<file path="src/rtl/alu_pkg.sv">
// Shared types and helpers for the digit-serial RV32I ALU.
package alu_pkg;

  // Operation codes are {func7[5], func3}.
  typedef enum logic [3:0] {
    OP_ADD  = 4'b0000,
    OP_SUB  = 4'b1000,
    OP_SLL  = 4'b0001,
    OP_SLT  = 4'b0010,
    OP_SLTU = 4'b0011,
    OP_XOR  = 4'b0100,
    OP_SRL  = 4'b0101,
    OP_SRA  = 4'b1101,
    OP_OR   = 4'b0110,
    OP_AND  = 4'b0111
  } alu_op_t;

  typedef enum logic {
    IDLE    = 1'b0,
    COMPUTE = 1'b1
  } alu_state_t;

  // Number of DW-bit digits in an XLEN-bit word.
  function automatic int unsigned digits(int unsigned xlen, int unsigned dw);
    return xlen / dw;
  endfunction

endpackage

</file>
<file path="src/rtl/digit_adder.sv">
// Combinational DW-bit ripple-carry adder built from full-adder cells.
module digit_adder #(
  parameter int unsigned DW = 4
) (
  input  logic [DW-1:0] a,
  input  logic [DW-1:0] b,
  input  logic          cin,
  output logic [DW-1:0] s,
  output logic          cout
);

  logic [DW:0] c;

  assign c[0] = cin;

  for (genvar i = 0; i < DW; i++) begin : g_fa
    // One full-adder cell per bit; carry ripples LSB to MSB.
    assign s[i]   = a[i] ^ b[i] ^ c[i];
    assign c[i+1] = (a[i] & b[i]) | (a[i] & c[i]) | (b[i] & c[i]);
  end

  assign cout = c[DW];

endmodule

</file>
<file path="src/rtl/digit_serial_alu.sv">
// Digit-serial RV32I integer ALU: DW bits per clock, start/busy/done handshake.
module digit_serial_alu
  import alu_pkg::*;
#(
  parameter int unsigned XLEN = 32,
  parameter int unsigned DW   = 4
) (
  input  logic            clk,
  input  logic            rst,
  input  logic            start,
  input  logic [3:0]      op,
  input  logic [XLEN-1:0] rs1,
  input  logic [XLEN-1:0] rs2,
  output logic            busy,
  output logic            done,
  output logic [XLEN-1:0] rd
);

  localparam int unsigned ND  = digits(XLEN, DW);
  localparam int unsigned CW  = $clog2(ND + 1);
  localparam int unsigned SHW = $clog2(XLEN);
  localparam int unsigned SW  = SHW + 1;
  localparam int unsigned DSH = $clog2(DW);
  localparam logic [DW-1:0] SIGN_MASK = DW'(1) << (DW - 1);

  if (XLEN % DW != 0) begin : g_chk_div
    $error("DW must divide XLEN");
  end
  if ((DW & (DW - 1)) != 0) begin : g_chk_pow2
    $error("DW must be a power of 2");
  end

  alu_state_t      state_q, state_d;
  logic [3:0]      op_q;
  logic [XLEN-1:0] a_q, b_q, res_q;
  logic            carry_q, lt_q;
  logic [SW-1:0]   rem_q;
  logic [CW-1:0]   cnt_q, n_q;

  logic            accept, last;
  logic [SW-1:0]   shamt_in, amt;
  logic [CW-1:0]   n_d;
  logic [DW-1:0]   b_dig, sum_dig, logic_dig, res_dig, a_cmp, b_cmp;
  logic            sum_cout, lt_d;
  logic [XLEN-1:0] res_d, a_next, rd_d;

  digit_adder #(.DW(DW)) u_adder (
    .a    (a_q[DW-1:0]),
    .b    (b_dig),
    .cin  (carry_q),
    .s    (sum_dig),
    .cout (sum_cout)
  );

  // Handshake decode: accept only when idle; last marks edge EN.
  always_comb begin
    accept = start && (state_q == IDLE);
    last   = (state_q == COMPUTE) && ((cnt_q + CW'(1)) == n_q);
    busy   = (state_q == COMPUTE);
  end

  // Per-op cycle count, fixed at accept from the incoming op and shamt.
  always_comb begin
    shamt_in = {1'b0, rs2[SHW-1:0]};
    n_d      = CW'(1);
    case (op)
      OP_SLL, OP_SRL, OP_SRA:
        n_d = (shamt_in == '0) ? CW'(1) : CW'((shamt_in + SW'(DW - 1)) >> DSH);
      OP_ADD, OP_SUB, OP_SLT, OP_SLTU, OP_XOR, OP_OR, OP_AND:
        n_d = CW'(ND);
      default:
        n_d = CW'(1);
    endcase
  end

  // Next-state logic for the IDLE/COMPUTE sequencer.
  always_comb begin
    state_d = state_q;
    case (state_q)
      IDLE:    if (start) state_d = COMPUTE;
      COMPUTE: if (last)  state_d = IDLE;
      default: state_d = IDLE;
    endcase
  end

  // Digit datapath: adder, logic, compare and variable-step shifter.
  always_comb begin
    b_dig = (op_q == OP_SUB) ? ~b_q[DW-1:0] : b_q[DW-1:0];

    logic_dig = a_q[DW-1:0] & b_q[DW-1:0];
    case (op_q)
      OP_XOR:  logic_dig = a_q[DW-1:0] ^ b_q[DW-1:0];
      OP_OR:   logic_dig = a_q[DW-1:0] | b_q[DW-1:0];
      default: logic_dig = a_q[DW-1:0] & b_q[DW-1:0];
    endcase

    // Flipping both sign bits turns the signed compare into an unsigned one.
    a_cmp = a_q[DW-1:0] ^ (((op_q == OP_SLT) && last) ? SIGN_MASK : '0);
    b_cmp = b_q[DW-1:0] ^ (((op_q == OP_SLT) && last) ? SIGN_MASK : '0);
    if (a_cmp < b_cmp)      lt_d = 1'b1;
    else if (a_cmp > b_cmp) lt_d = 1'b0;
    else                    lt_d = lt_q;

    res_dig = ((op_q == OP_ADD) || (op_q == OP_SUB)) ? sum_dig : logic_dig;
    res_d   = (res_q >> DW) | (XLEN'(res_dig) << (XLEN - DW));

    amt = (rem_q > SW'(DW)) ? SW'(DW) : rem_q;
    case (op_q)
      OP_SLL:  a_next = a_q << amt;
      OP_SRL:  a_next = a_q >> amt;
      OP_SRA:  a_next = $signed(a_q) >>> amt;
      default: a_next = a_q >> DW;
    endcase

    case (op_q)
      OP_ADD, OP_SUB, OP_XOR, OP_OR, OP_AND: rd_d = res_d;
      OP_SLT, OP_SLTU:                       rd_d = XLEN'(lt_d);
      OP_SLL, OP_SRL, OP_SRA:                rd_d = a_next;
      default:                               rd_d = '0;
    endcase
  end

  // State register.
  always_ff @(posedge clk) begin
    if (rst) state_q <= IDLE;
    else     state_q <= state_d;
  end

  // Operand latching, per-digit working registers and result/done outputs.
  always_ff @(posedge clk) begin
    if (rst) begin
      op_q    <= '0;
      a_q     <= '0;
      b_q     <= '0;
      res_q   <= '0;
      carry_q <= 1'b0;
      lt_q    <= 1'b0;
      rem_q   <= '0;
      cnt_q   <= '0;
      n_q     <= '0;
      done    <= 1'b0;
      rd      <= '0;
    end else begin
      done <= 1'b0;
      if (accept) begin
        op_q    <= op;
        a_q     <= rs1;
        b_q     <= rs2;
        res_q   <= '0;
        carry_q <= (op == OP_SUB);
        lt_q    <= 1'b0;
        rem_q   <= shamt_in;
        cnt_q   <= '0;
        n_q     <= n_d;
      end else if (state_q == COMPUTE) begin
        a_q     <= a_next;
        b_q     <= b_q >> DW;
        res_q   <= res_d;
        carry_q <= sum_cout;
        lt_q    <= lt_d;
        rem_q   <= rem_q - amt;
        cnt_q   <= cnt_q + CW'(1);
        if (last) begin
          rd   <= rd_d;
          done <= 1'b1;
        end
      end
    end
  end

endmodule

</file>
<file path="config.mk">
export PLATFORM = sky130hd
export DESIGN_NAME = digit_serial_alu
export DESIGN_NICKNAME = d
export VERILOG_FILES = /design/src/rtl/alu_pkg.sv /design/src/rtl/digit_adder.sv /design/src/rtl/digit_serial_alu.sv
export SDC_FILE = /design/constraint.sdc
export NUM_CORES = 1
export LEC_CHECK = 0
export ABC_AREA = 1
export CELL_PAD_IN_SITES_DETAIL_PLACEMENT = 0
export CELL_PAD_IN_SITES_GLOBAL_PLACEMENT = 1
export CORE_ASPECT_RATIO = 0.75
export CORE_MARGIN = 2
export CORE_UTILIZATION = 40
export CTS_CLUSTER_SIZE = 25
export DETAILED_ROUTE_END_ITERATION = 7
export GPL_TIMING_DRIVEN = 0
export PLACE_DENSITY_LB_ADDON = 0.1
export SYNTH_ARGS = -nofsm -noshare
export SYNTH_HDL_FRONTEND = slang
export SYNTH_HIERARCHICAL = 1
export SYNTH_SLANG_ARGS = --single-unit
</file>
<file path="constraint.sdc">
create_clock -name clk -period 3.3 [get_ports clk]
set_clock_uncertainty 0.15 [all_clocks]
set_input_delay 0.66 -clock clk [delete_from_list [all_inputs] [get_ports clk]]
set_output_delay 0.66 -clock clk [all_outputs]
set_load 0.02 [all_outputs]
</file>
Yosys cells after proc, flatten, opt, wreduce, memory -nomap -nowiden
Index checks and enable logic that the tools add are counted.
{"block": "op_classes", "n_lt_le_gt_ge": 3, "n_eq_ne": 19, "n_mux": 23, "bitwise": 37, "add_sub_neg": 3, "shift": 3, "n_reduce_logical": 16}
{"cell": "32-bit case mux with 3 select lines", "count": 2}
{"cell": "32-bit two-way mux", "count": 4}
{"cell": "4-bit by 3-bit equality test with 1-bit output, second input constant", "count": 8}
{"cell": "28-bit by 32-bit bitwise OR with 32-bit output", "count": 1}
{"cell": "32-bit by 6-bit left shift with 32-bit output", "count": 1}
{"cell": "32-bit by 6-bit >> shifter with 32-bit output", "count": 1}
{"cell": "32-bit by 6-bit >>> shifter with 32-bit output", "count": 1}
{"cell": "4-bit by 2-bit equality test with 1-bit output, second input constant", "count": 4}
{"cell": "4-bit equality test, second input constant", "count": 4}
{"cell": "4-bit two-way mux", "count": 4}
{"cell": "4-bit case mux with 2 select lines", "count": 2}
{"cell": "1-bit bitwise AND", "count": 12}
{"cell": "4-bit bitwise XOR", "count": 3}
{"cell": "5-bit two-way mux", "count": 2}
{"cell": "3-bit OR reduction", "count": 3}
{"cell": "4-bit by 1-bit equality test with 1-bit output, second input constant", "count": 2}
{"cell": "4-bit zero test", "count": 2}
{"cell": "1-bit bitwise OR", "count": 8}
{"cell": "1-bit bitwise XOR", "count": 8}
{"cell": "1-bit two-way mux", "count": 7}
{"cell": "7-bit OR reduction", "count": 1}
{"cell": "5-bit by 2-bit adder with 6-bit output, second input constant", "count": 1}
{"cell": "6-bit by 3-bit > comparator with 1-bit output, second input constant", "count": 1}
{"cell": "6-bit two-way mux", "count": 1}
{"cell": "other kinds (17)", "count": 21}
{"block": "totals", "register_bits": 150, "input_bits": 71, "word_cells": 117, "output_inout_bits": 34}

Longest topological paths before layout
{"block": "logic_depth", "ltp_word": 16, "depth_mapped": 17, "mapped_depth_nobuf": 17}

Hierarchy
Netlist, hierarchy kept.
{"mod": "digit_serial_alu", "seq_area_each_um2": 2922.8, "area_per_inst_um2": 9188.8, "cells_each": 1511, "n_inst": 1}
{"mod": "digit_adder", "seq_area_each_um2": 0.0, "area_per_inst_um2": 117.6, "cells_each": 14, "n_inst": 1}

Least setup slack after synthesis
No wires, ideal clock.
{"block": "synth_timing", "path_type": "register to register", "startpoint": "register op_q[1]", "endpoint": "register rd[31]", "n_path_buf": 0, "path_stages_with_launch": 18, "synth_period_minus_slack_ns": 2.977, "setup_ns": 0.116, "arrival_ns": 2.711, "required_time_ns": 3.034, "slack_ns": 0.323, "cell_sequence": "dfxtp_1 -> nor2_1 -> nand2_1 -> inv_1 -> nand2_1 -> xor2_1 -> inv_1 -> fa_1 -> inv_1 -> fa_1 -> fa_1 -> inv_1 -> fa_1 -> inv_1 -> o21ai_0 -> nor2_1 -> o21ai_1 -> nand2_1"}
{"block": "synth_via", "elab_chain_len": 15, "word_cells_on_any_way": 36, "cone_classes": "eq/ne: 9; mux: 5; bitwise: 17; reduce/logical: 5"}
{"element": "from (decl)", "line": "digit_serial_alu.sv:34", "source": "logic [3:0] op_q;"}
{"element": "from (signal assigned)", "line": "digit_serial_alu.sv:146", "source": "op_q <= op;"}
{"element": "4-bit equality test (*)", "line": "digit_serial_alu.sv:88", "source": "b_dig = (op_q == OP_SUB) ? ~b_q[DW-1:0] : b_q[DW-1:0];"}
{"element": "4-bit two-way mux (*)", "line": "digit_serial_alu.sv:88"}
{"element": "named net b_dig[0]", "line": "digit_serial_alu.sv:43", "source": "logic [DW-1:0] b_dig, sum_dig, logic_dig, res_dig, a_cmp, b_cmp;"}
{"element": "1-bit bitwise AND", "line": "digit_adder.sv:19", "source": "assign c[i+1] = (a[i] & b[i]) | (a[i] & c[i]) | (b[i] & c[i]);"}
{"element": "1-bit bitwise OR", "line": "digit_adder.sv:19"}
{"element": "1-bit bitwise OR (*)", "line": "digit_adder.sv:19"}
{"element": "1-bit bitwise AND", "line": "digit_adder.sv:19"}
{"element": "1-bit bitwise OR", "line": "digit_adder.sv:19"}
{"element": "1-bit bitwise OR (*)", "line": "digit_adder.sv:19"}
{"element": "1-bit bitwise AND", "line": "digit_adder.sv:19"}
{"element": "1-bit bitwise OR", "line": "digit_adder.sv:19"}
{"element": "1-bit bitwise OR (*)", "line": "digit_adder.sv:19"}
{"element": "1-bit bitwise XOR (*)", "line": "digit_adder.sv:18", "source": "assign s[i] = a[i] ^ b[i] ^ c[i];"}
{"element": "named net sum_dig[3]", "line": "digit_serial_alu.sv:43"}
{"element": "4-bit two-way mux (*)", "line": "digit_serial_alu.sv:104", "source": "res_dig = ((op_q == OP_ADD) || (op_q == OP_SUB)) ? sum_dig : logic_dig;"}
{"element": "28-bit by 32-bit bitwise OR with 32-bit output (*)", "line": "digit_serial_alu.sv:105", "source": "res_d = (res_q >> DW) | (XLEN'(res_dig) << (XLEN - DW));"}
{"element": "32-bit case mux with 3 select lines (*)", "line": "digit_serial_alu.sv:115", "source": "case (op_q)"}
{"element": "to (signal assigned)", "line": "digit_serial_alu.sv:164", "source": "rd <= rd_d;"}
{"element": "to (decl)", "line": "digit_serial_alu.sv:16", "source": "output logic [XLEN-1:0] rd"}
The timed path passes the listed nets; every way through them passes the cells marked *.
A chain may end at the register's enable or synchronous reset.

Worst setup path in the final report
Ends and elaborated chain as after synthesis.

==> results.sh <==
export IMPL_setup_violations_final=0
export IMPL_clkTransAtPathRegs_ns=0.07
export IMPL_drt_iter0_drc=1440
export IMPL_syn_nets=1613
export IMPL_critical_path_class="reg2reg"
export IMPL_antenna_cells=0
export IMPL_async_flop_share_pct=0
export IMPL_worstSkewPairLatency_ns=0.46
export IMPL_crit_path_end_kind="register"
export IMPL_cpPeakStageDelay_ns=0.52
export IMPL_worstSetupStartpointType="register"
export IMPL_vias=10900
export IMPL_synth_compound_area_share_pct=11.8
export IMPL_hold_violations=0
export IMPL_yosysUniqueCellTypes=45
export IMPL_vias_per_cell=5.55
export IMPL_seq_area_frac_synth_pct=31.4
export IMPL_synthAdderAreaFrac_pct=2.61
export IMPL_wl_per_cell_um=21.4
export IMPL_netlist_area_mm2=0.00931
export IMPL_worst_path_max_fanout=4
export IMPL_first_pass_iters=7
export IMPL_grt_remaining_overflow=0
export IMPL_die_area_mm2=0.0245
export IMPL_vdd_drop_max_uv=377
export IMPL_cts_buffers=17
export IMPL_n_fill_cell=2496
export IMPL_initial_core_util_pct=40.6
export IMPL_cts_sinks=146
export IMPL_synth_edf_count=0
export IMPL_crit_slowest_cell="fa_1"
export IMPL_grt_max_degree=17
export IMPL_fp_coreArea_mm2=0.0229
export IMPL_power_density_mw_per_mm2=476
export IMPL_dp_cells=1928
export IMPL_max_slew_margin_pct=30.4
export IMPL_antenna_found_initial=1
export IMPL_hold_buffers=0
export IMPL_total_power_uw=5400
export IMPL_swShare_pct=37.3
export IMPL_maxCapViolCount=0
export IMPL_grt_usage_pct=34.2
export IMPL_synthSimpleGateAreaFrac_pct=42.7
export IMPL_max_freq_mhz=324
export IMPL_worst_pin_slew_ns=1.04
export IMPL_p_int_uw=3380
export IMPL_multi_input_area_mm2=0.00539
export IMPL_grt_pass1_vias=9995
export IMPL_critPathRequiredTime_ns=3.49
export IMPL_pwr_share_comb_pct=27.8
export IMPL_row_count=48
export IMPL_utilization_pct=49.5
export IMPL_yosysMostFrequentCell="nand2_1"
export IMPL_drive_above_1_share_pct=6.14
export IMPL_final_min_clock_period_ns=3.09
export IMPL_grt_pass1_wl_um=62100
export IMPL_status="finished clean"
export IMPL_hold_ws_ns=0.299
export IMPL_regArea_mm2=0.00293
export IMPL_synthXorXnorAreaFrac_pct=0.471
export IMPL_routed_wl_um=42000
export IMPL_fin_nets=1737
export IMPL_drtAntennaViolNets=0
export IMPL_io_buffers=103
export IMPL_synth_cells=1525
export IMPL_clock_path_buffers=2
export IMPL_area_growth_pct=21.9
export IMPL_root_buffer="clkbuf_16"
export IMPL_synth_area_leaders="dfxtp_1 31%, nand2_1 20%, nand3_1 13%, inv_1 6.1%, a21oi_1 4.5%"
export IMPL_crit_arrival_ns=3.28
export IMPL_hpwlAfterDp_um=31600
export IMPL_muxShareOfSynthArea_pct=0
export IMPL_final_max_slew_viol_count=0
export IMPL_seq_power_share_pct=35.4
export IMPL_synth_area_per_cell_um2=6.10
export IMPL_synth_top_area_share_pct=31.4
export IMPL_p_sw_uw=2010
export IMPL_die_x_um=180
export IMPL_synth_main_ff_cell="dfxtp_1"
export IMPL_crit_chain="nor2_4, nand2_4, inv_4, nand2_4, xor2_1, inv_1, fa_1, inv_1, fa_1, fa_1, inv_1, fa_1, inv_1, o21ai_2, nor2_1, o21ai_1, nand2_1"
export IMPL_ios=105
export IMPL_h_tree_depth=4
export IMPL_place_congestion=1.00
export IMPL_drc=0
export IMPL_synth_largest_area_cell="dfxtp_1"
export IMPL_cts_tree="yes"
export IMPL_dieHeight_um=136
export IMPL_synthTopCellsByCount="497 x nand2_1, 245 x nand3_1, 150 x inv_1"
export IMPL_ys_ff_latch=146
export IMPL_clkPwrFrac_pct=36.8
export IMPL_synth_top_family_by_area="simple AND/OR/NAND/NOR gates"
export IMPL_min_period_over_period_pct=93.6
export IMPL_rsz0062_at_grt="no"
export IMPL_ys_warn_count=6
export IMPL_hold_path_class="reg2reg"
export IMPL_final_instance_count_excl_fill=1962
export IMPL_power_leakage_uw=0.00513
-- layer usage --
layer / track usage, % / routed length (um)
met1: 49.5 / 19600
met2: 45.8 / 15800
met3: 12.9 / 5400
met4: 11.2 / 1150
met5: 0 / 0
-- power groups by stage --
stage / logic (uW) / registers, uW / clock network [uW]
5_1_grt: 1610 / 1920 / 2080
3_3_place_gp: 1430 / 1950 / 0
6_report: 1500 / 1910 / 1980
2_1_floorplan: 897 / 1930 / 0
3_5_place_dp: 1430 / 1950 / 0
4_1_cts: 1440 / 1910 / 2000
-- state kept, by name, indices dropped and copies added (netlist names) --
| name | flops |
|---|---|
| a_q | 32 |
| b_q | 32 |
| busy | 1 |
| carry_q | 1 |
| cnt_q | 4 |
| done | 1 |
| lt_q | 1 |
| n_q | 4 |
| op_q | 4 |
| rd | 32 |
| rem_q | 6 |
| res_q | 28 |
-- what timing repair did --
action	in CTS	in global routing
resized for setup	3	11
setup buffers	0	2
setup endpoints to repair	1	2
pin swaps	0	4
-- final cells by class --
| cell class | count | area share, % |
|---|---|---|
| Buffer | 85 | 3.55 |
| Clock buffer | 18 | 3.87 |
| Clock inverter | 14 | 1.26 |
| Inverter | 163 | 5.46 |
| Multi-Input combinational cell | 1131 | 47.5 |
| Sequential cell | 146 | 25.8 |
| Tap cell | 300 | 3.31 |
| Timing Repair Buffer | 105 | 9.22 |
-- worst max-delay path, delay by kind of cell, from the launching register on --
family | cells | cell delay, ns
compound gates | 2 | 0.31
xor+xnor | 1 | 0.14
fa+ha+maj | 4 | 1.24
buf+inv | 5 | 0.33
flops | 1 | 0.37
simple gates | 5 | 0.42
-- cells in the final DEF, fill, tap and decap left out, types with 3 or more instances in the layout --
master | Yosys | layout
o21bai_1 | 3 | 3
nor3_1 | 5 | 5
nand2_1 | 497 | 495
buf_2 | 19 | 19
nor2_1 | 104 | 103
ha_1 | 13 | 13
nand4_1 | 28 | 28
a21oi_1 | 84 | 84
nand2_4 | 1 | 3
inv_4 | 1 | 3
nor2_4 | 6 | 7
fa_1 | 4 | 4
buf_4 | 4 | 6
nand2_2 | 4 | 4
clkbuf_1 | 46 | 46
nand3b_1 | 9 | 9
o22ai_1 | 3 | 3
clkdlybuf4s50_1 | 0 | 103
o21ai_1 | 8 | 8
a31oi_1 | 7 | 7
inv_2 | 12 | 11
xor2_1 | 4 | 4
o21ai_0 | 63 | 62
nand3_1 | 245 | 245
buf_6 | 6 | 6
o211ai_1 | 21 | 21
dfxtp_1 | 146 | 144
buf_1 | 10 | 10
inv_1 | 150 | 149
inv_6 | 0 | 6
clkbuf_16 | 0 | 17
-- path summary, 6_finish.rpt --
| kind | slack [ns] | end | from | cells past startpoint |
|---|---|---|---|---|
| max | 0.21 | rd[31]$_SDFFE_PP0P_ | op_q[1]$_SDFFE_PP0P_ | 17 |
| min | 0.30 | rd[24]$_SDFFE_PP0P_ | rd[24]$_SDFFE_PP0P_ | 2 |
| max reg2reg | 0.21 | rd[31]$_SDFFE_PP0P_ | op_q[1]$_SDFFE_PP0P_ | 17 |
| min reg2reg | 0.30 | rd[24]$_SDFFE_PP0P_ | rd[24]$_SDFFE_PP0P_ | 2 |
-- metrics by stage --
stage	TNS (ns)	area, um2	setup WS, ns
floorplan	0	9310	0.323
global placement	-0.128	10700	-0.128
detailed placement	-0.168	10700	-0.168
CTS	0	11300	0.0222
global route	0	11300	0.00728
finish	0	11300	0.213
-- logic make-up after synthesis --
group,Yosys count
AND/OR/NAND/NOR,909
buffers and inverters,248
AO/OA/AOI/OAI,199
flip-flops,146
adder cells (fa/ha/maj),17
XOR/XNOR,5
other,1
No activity file was read; power rests on OpenSTA's default activity.
